File: src/rtl/rv_enc_pkg.sv
// Shared RV32I encoding constants, loader FSM states and the decoded-field
// bundle used between the loader top and its field packer.
package rv_enc_pkg;

  localparam int unsigned XLEN = 32;

  // Major opcodes the loader knows how to encode
  localparam logic [6:0] OPC_R     = 7'b0110011;
  localparam logic [6:0] OPC_LOAD  = 7'b0000011;
  localparam logic [6:0] OPC_IMM   = 7'b0010011;
  localparam logic [6:0] OPC_STORE = 7'b0100011;

  // funct3 values that turn OPC_IMM into an immediate shift
  localparam logic [2:0] F3_SLL     = 3'b001;
  localparam logic [2:0] F3_SRL_SRA = 3'b101;

  // addi x0,x0,0
  localparam logic [XLEN-1:0] NOP_WORD = 32'h00000013;

  typedef enum logic [1:0] {
    IDLE = 2'd0,
    LOAD = 2'd1,
    DONE = 2'd2
  } load_state_t;

  // Decoded instruction fields as presented on the input stream
  typedef struct packed {
    logic [6:0]      opcode;
    logic [4:0]      rd;
    logic [4:0]      rs1;
    logic [4:0]      rs2;
    logic [2:0]      funct3;
    logic [6:0]      funct7;
    logic [XLEN-1:0] imm;
  } inst_fields_t;

endpackage

File: src/rtl/inst_field_pack.sv
// Combinational RV32I packer: scatters decoded fields into a 32-bit word for
// R-, I- (load / ALU-imm / shift-imm) and S-type formats and flags whether the
// bundle is encodable.
//   fields : decoded instruction fields
//   word   : encoded instruction (NOP when illegal)
//   legal  : 1 when the opcode is supported and the immediate fits
module inst_field_pack
  import rv_enc_pkg::*;
(
  input  inst_fields_t    fields,
  output logic [XLEN-1:0] word,
  output logic            legal
);

  logic imm12_ok;
  logic shamt_ok;
  logic is_shift;

  // Immediate range checks: 12-bit signed range means bits 31..11 are a pure
  // sign extension; shift amounts must be 0..31.
  always_comb begin
    imm12_ok = (&fields.imm[31:11]) || (~|fields.imm[31:11]);
    shamt_ok = ~|fields.imm[31:5];
    is_shift = (fields.funct3 == F3_SLL) || (fields.funct3 == F3_SRL_SRA);
  end

  // Format selection by opcode
  always_comb begin
    word  = NOP_WORD;
    legal = 1'b0;
    case (fields.opcode)
      OPC_R: begin
        word  = {fields.funct7, fields.rs2, fields.rs1, fields.funct3,
                 fields.rd, fields.opcode};
        legal = 1'b1;
      end
      OPC_LOAD: begin
        word  = {fields.imm[11:0], fields.rs1, fields.funct3,
                 fields.rd, fields.opcode};
        legal = imm12_ok;
      end
      OPC_IMM: begin
        if (is_shift) begin
          word  = {fields.funct7, fields.imm[4:0], fields.rs1, fields.funct3,
                   fields.rd, fields.opcode};
          legal = shamt_ok;
        end else begin
          word  = {fields.imm[11:0], fields.rs1, fields.funct3,
                   fields.rd, fields.opcode};
          legal = imm12_ok;
        end
      end
      OPC_STORE: begin
        word  = {fields.imm[11:5], fields.rs2, fields.rs1, fields.funct3,
                 fields.imm[4:0], fields.opcode};
        legal = imm12_ok;
      end
      default: begin
        word  = NOP_WORD;
        legal = 1'b0;
      end
    endcase
  end

endmodule

File: src/rtl/inst_encoder_loader.sv
// Program loader: accepts decoded instruction bundles on a valid/ready
// stream, encodes them to RV32I words and writes them to consecutive imem
// word addresses starting at 0.
//   clk, rst                 : clock, async active-high reset
//   start                    : pulse, opens a load session from IDLE/DONE
//   in_valid/in_ready/in_last: bundle handshake, in_last closes the session
//   in_opcode..in_imm        : decoded instruction fields
//   imem_we/addr/wdata       : one-cycle imem write per legal bundle
//   busy, done, full, err    : session status
//   word_count               : words written in the current session
module inst_encoder_loader
  import rv_enc_pkg::*;
#(
  parameter int unsigned DEPTH  = 256,
  parameter int unsigned ADDR_W = $clog2(DEPTH)
) (
  input  logic              clk,
  input  logic              rst,
  input  logic              start,
  input  logic              in_valid,
  output logic              in_ready,
  input  logic              in_last,
  input  logic [6:0]        in_opcode,
  input  logic [4:0]        in_rd,
  input  logic [4:0]        in_rs1,
  input  logic [4:0]        in_rs2,
  input  logic [2:0]        in_funct3,
  input  logic [6:0]        in_funct7,
  input  logic [XLEN-1:0]   in_imm,
  output logic              imem_we,
  output logic [ADDR_W-1:0] imem_addr,
  output logic [XLEN-1:0]   imem_wdata,
  output logic              busy,
  output logic              done,
  output logic              full,
  output logic              err,
  output logic [ADDR_W:0]   word_count
);

  localparam int unsigned      CNT_W     = ADDR_W + 1;
  localparam logic [CNT_W-1:0] CAPACITY  = CNT_W'(DEPTH);
  localparam logic [CNT_W-1:0] LAST_SLOT = CNT_W'(DEPTH - 1);

  load_state_t     state;
  inst_fields_t    fields;
  logic [XLEN-1:0] enc_word;
  logic            enc_legal;
  logic            accept;
  logic            fills_last;

  // Bundle assembly for the packer
  always_comb begin
    fields        = '0;
    fields.opcode = in_opcode;
    fields.rd     = in_rd;
    fields.rs1    = in_rs1;
    fields.rs2    = in_rs2;
    fields.funct3 = in_funct3;
    fields.funct7 = in_funct7;
    fields.imm    = in_imm;
  end

  inst_field_pack u_pack (
    .fields (fields),
    .word   (enc_word),
    .legal  (enc_legal)
  );

  // word_count already includes the write in flight, so it alone bounds
  // the remaining capacity.
  assign in_ready   = (state == LOAD) && (word_count < CAPACITY);
  assign accept     = in_valid && in_ready;
  assign fills_last = enc_legal && (word_count == LAST_SLOT);

  // Session FSM with registered write port and status flags
  always_ff @(posedge clk or posedge rst) begin
    if (rst) begin
      state      <= IDLE;
      imem_we    <= 1'b0;
      imem_addr  <= '0;
      imem_wdata <= '0;
      busy       <= 1'b0;
      done       <= 1'b0;
      full       <= 1'b0;
      err        <= 1'b0;
      word_count <= '0;
    end else begin
      imem_we <= 1'b0;
      case (state)
        IDLE: begin
          if (start) begin
            state      <= LOAD;
            busy       <= 1'b1;
            word_count <= '0;
            imem_addr  <= '0;
            err        <= 1'b0;
            full       <= 1'b0;
          end
        end
        LOAD: begin
          if (accept) begin
            if (enc_legal) begin
              imem_we    <= 1'b1;
              imem_addr  <= word_count[ADDR_W-1:0];
              imem_wdata <= enc_word;
              word_count <= word_count + CNT_W'(1);
            end else begin
              err <= 1'b1;
            end
            if (fills_last) begin
              full <= 1'b1;
            end
            // done rises together with the final write; busy covers it
            if (in_last || fills_last) begin
              state <= DONE;
              done  <= 1'b1;
              busy  <= enc_legal;
            end
          end
        end
        DONE: begin
          busy <= 1'b0;
          if (start) begin
            state      <= LOAD;
            busy       <= 1'b1;
            done       <= 1'b0;
            word_count <= '0;
            imem_addr  <= '0;
            err        <= 1'b0;
            full       <= 1'b0;
          end
        end
        default: begin
          state <= IDLE;
        end
      endcase
    end
  end

endmodule

File: config.mk
export PLATFORM = sky130hd
export DESIGN_NAME = inst_encoder_loader
export DESIGN_NICKNAME = d
export VERILOG_FILES = /design/src/rtl/rv_enc_pkg.sv /design/src/rtl/inst_field_pack.sv /design/src/rtl/inst_encoder_loader.sv
export SDC_FILE = /design/constraint.sdc
export NUM_CORES = 1
export LEC_CHECK = 0
export ABC_AREA = 1
export CORE_MARGIN = 5
export CORE_UTILIZATION = 40
export CTS_CLUSTER_DIAMETER = 200
export DETAILED_ROUTE_END_ITERATION = 10
export GPL_TIMING_DRIVEN = 1
export PLACE_DENSITY_LB_ADDON = 0.25
export SLEW_MARGIN = 15
export SYNTH_ARGS = -nofsm -noshare
export SYNTH_HDL_FRONTEND = slang
export SYNTH_SLANG_ARGS = --single-unit
File: constraint.sdc
create_clock -name clk -period 2.1 [get_ports clk]
set_clock_uncertainty 0.2 [all_clocks]
set_input_delay 0.315 -clock clk [delete_from_list [all_inputs] [get_ports clk]]
set_output_delay 0.315 -clock clk [all_outputs]
set_load 0.05 [all_outputs]
==> results of run 1 <==
==> how the worst max path moves through the flow <==
stage	start	to	slack [ns]	cells past startpoint
floorplan	word_count[1]	busy	-0.01	13
global placement	in_imm[16]	imem_wdata[22]	-0.19	13
detailed placement	in_imm[16]	imem_wdata[22]	-0.26	13
CTS	word_count[4]	word_count[4]	0.03	1
global route	state[1]	imem_addr[4]	-0.03	11
finish	state[1]	word_count[7]	0.09	12
==> cells in the mapped netlist <==
cell        n
or2_2       5
nand2_4     1
nand3b_1    2
a22oi_1     3
inv_1      42
o211ai_1    6
nor4_4      1
inv_4       1
nand2_1   108
xor2_1      1
nor2_1     40
nor2_2      1
o21ai_0    15
o21ai_1     9
dfrtp_1    56
o21ai_2    17
a21boi_0    1
buf_6       4
buf_4       2
clkbuf_2    1
nand2_2     3
buf_2       4
a21oi_1     3
nor3b_1     1
ha_1        6
nand3_1    38
nor4_1      1
nand4_1    11
clkbuf_1    1
inv_2       4
nand3_4     1
nor3_4      1
nor3_1      5
==> power breakdown <==
part | total (mW) | internal [mW] | switching (mW)
combinational | 2.83 | 1.07 | 1.77
sequential | 1.44 | 1.29 | 0.155
clock | 0.594 | 0.239 | 0.355
==> cell families after synthesis <==
logic type / after synthesis / synth area share
AO/OA/AOI/OAI: 54 / 0.116
XOR/XNOR: 1 / 0.00282
adder cells (fa/ha/maj): 6 / 0.0242
buffers and inverters: 59 / 0.0863
flip-flops: 56 / 0.452
AND/OR/NAND/NOR: 219 / 0.319
==> layout make-up <==
type / count / area, um^2
clock buffers: 6 / 72.6
flip-flops and latches: 56 / 1410
fillers: 663 / 2760
inverters: 47 / 189
clock inverters: 2 / 13.8
multi-input cells: 280 / 1540
well taps: 102 / 128
repair buffers: 157 / 1540
==> sequential cells by signal, summed over array words and instances, names as in the netlist <==
| name | flops |
|---|---|
| state | 2 |
| busy | 1 |
| word_count | 9 |
| imem_addr | 8 |
| done | 1 |
| err | 1 |
| imem_we | 1 |
| imem_wdata | 32 |
| full | 1 |
==> what timing repair did <==
action,CTS,global route
buffers inserted,0,4
pin swaps,0,1
endpoints found under the setup margin,1,46
cloned,0,1
gates resized for setup,1,21
==> per-layer routing <==
| layer | track usage | up-vias |
|---|---|---|
| li1 | - | 1583 |
| met1 | 0.229 | 1461 |
| met2 | 0.316 | 98 |
| met3 | 0.0400 | 4 |
| met4 | 0.0309 | 0 |
| met5 | 0 | - |
==> critical path, delay by kind of cell, from the launching register on <==
| family | cells | cell delay, ns |
|---|---|---|
| flip-flops | 1 | 0.43 |
| AND/OR/NAND/NOR | 6 | 0.60 |
| adder cells (fa/ha/maj) | 1 | 0.15 |
| buffers and inverters | 4 | 0.47 |
| AO/OA/AOI/OAI | 1 | 0.06 |
==> stage by stage <==
stage | TNS, ns | hold slack [ns] | cell area, um^2 | instances
global route | -0.298 | 0.134 | 4890 | 650
floorplan | -0.0271 | 0.225 | 3160 | 395
finish | 0 | 0.110 | 4890 | 650
CTS | 0 | 0.121 | 4760 | 645
detailed placement | -9.99 | 0.255 | 4670 | 637
global placement | -7.19 | 0.251 | 4670 | 637
==> impl_metrics.yaml, run 1 <==
outcome:
  outcome: "completed"
synth:
  synth_seq_cells: 56
  synthCells: 395
  synth.area.top_cells: "dfrtp_1 (45%), nand2_1 (13%), nand3_1 (6.1%), inv_1 (5.1%), nor2_1 (4.8%)"
  syn_area_um2: 3100
  post_synth_num_cell_types: 33
  postSynthNetCount: 470
  synth_largest_area_cell: "dfrtp_1"
  synth_top_area_share: 0.452
  post_synth.cell_area_avg_um2: 7.86
  synth_warnings: 0
  synth.yosys.seq_area_share: 0.452
worst_setup_path:
  critical_path.slowest_cell: "dfrtp_1"
  cp-end-kind: "flip-flop"
  reg2regPathDepth: 12
  cp_cell_sequence: "inv_1 -> ha_4 -> inv_2 -> nor2_4 -> nand2_1 -> inv_2 -> nand3_4 -> nand2_2 -> nand2_4 -> buf_12 -> nand2_1 -> o21ai_2"
  worst-endpoint-arrival_ns: 2.01
  startpoint_type: "flip-flop"
  timing.critical_path.required_ns: 2.10
  crit_path_max_fanout: 17
  r2r-start: "state[1]"
  regToRegEndpoint: "word_count[7]"
  ff2ff_setup_slack_ns: 0.09
  timing.critical_path.slowest_cell_delay_ns: 0.43
  path_class: "flip-flop to flip-flop"
detailed_routing:
  vias_per_cell: 4.84
  detail-route-antenna-nets: 0
  detailed_route_wire_length_on_metal_1_um: 3830
  drc_errors: 0
  wl_per_cell_um: 13.5
  detailroute.wirelength.met3_um: 488
  via_count: 3146
  detail_route.first_pass.iterations: 4
  top_layer_used: "met4"
  drt_iter0_drc: 130
  drt-total-wl_um: 8750
  wl_met2_um: 4400
die:
  core_area_um2: 7650
  fp.dieW_um: 98.1
  floorplan.die.height_um: 98.1
  floorplan.die_area_um2: 9620
  fp-row-count: 32
  floorplan.initialDensity: 0.406
  io_pins: 124
power_and_ir_drop:
  power_density_nw_per_um2: 996
  vdd.ir_drop.worst_mv: 1.10
  report.power.total_mw: 4.87
  p_leak_nw: 2.26
global_route:
  vias_in_the_first_global_route: 3137
  grt_start_max_net_pins: 35
  initial_antenna_violation_count: 0
  globalRoute.totalOverflow: 0
  grt_usage: 0.180
  grt_pass1_wl_um: 14600
sta:
  slew_viol_final: 0
  max_freq_ghz: 0.497
  final.min_clock_period_ns: 2.01
  timing_worst_slew_pin_value_ns: 0.531
  worst_slew_margin_rel: 0.645
  finalCritPeriodShare: 0.958
  rsz0062_at_grt: "yes"
  count_of_endpoints_failing_setup_in_the_final_report: 0
  final_hold_viol_count: 0
  layout_setup_ws_ns: 0.0873
worst_hold_path:
  min_path_type: "input port to async pin"
place:
  dp.final_hpwl_um: 6690
  numPortBuffers: 123
  pre_cts_ws_ns: -0.262
  globalplace.congestion: 0.793
layout:
  insertedDiodeCount: 0
  finish.net_count: 622
  post_route_cells_drive_above_1_share: 0.199
  final_cell_mix: "clkdlybuf4s50_1 (112), nand2_1 (106), dfrtp_1 (52)"
  most_common_library_cell_in_the_layout_ignoring_fill_and_taps: "clkdlybuf4s50_1"
  layout-area-overhead-vs-synth_pct: 57.5
  post_layout_utilization_of_the_core: 0.639
clocking:
  max-clock-path-buffers: 2
  cts-hold-fix-buffers: 0
  clk_pin_slew_worst_paths_ns: 0.11
  cts_tree: "done"
  cts_root_buffer: "clkbuf_8"
  cts_inserted_buffers: 5
  h-tree-depth: 2
  cts_sinks: 56
  worstSkewPairLatency_ns: 0.30
flow_run:
  cap_violations: 0
(Power assumes the default switching activity.)
==> run 2, diff against run 1 <==
--- a/config.mk
+++ b/config.mk
@@ -8,7 +8,7 @@
 export ABC_AREA = 1
 export CORE_MARGIN = 5
 export CORE_UTILIZATION = 40
-export CTS_CLUSTER_DIAMETER = 200
+export CTS_CLUSTER_DIAMETER = 60
 export DETAILED_ROUTE_END_ITERATION = 10
 export GPL_TIMING_DRIVEN = 1
 export PLACE_DENSITY_LB_ADDON = 0.25
==> results of run 2 <==
No change in the layout: final DEF, timing and power equal those of run 1.
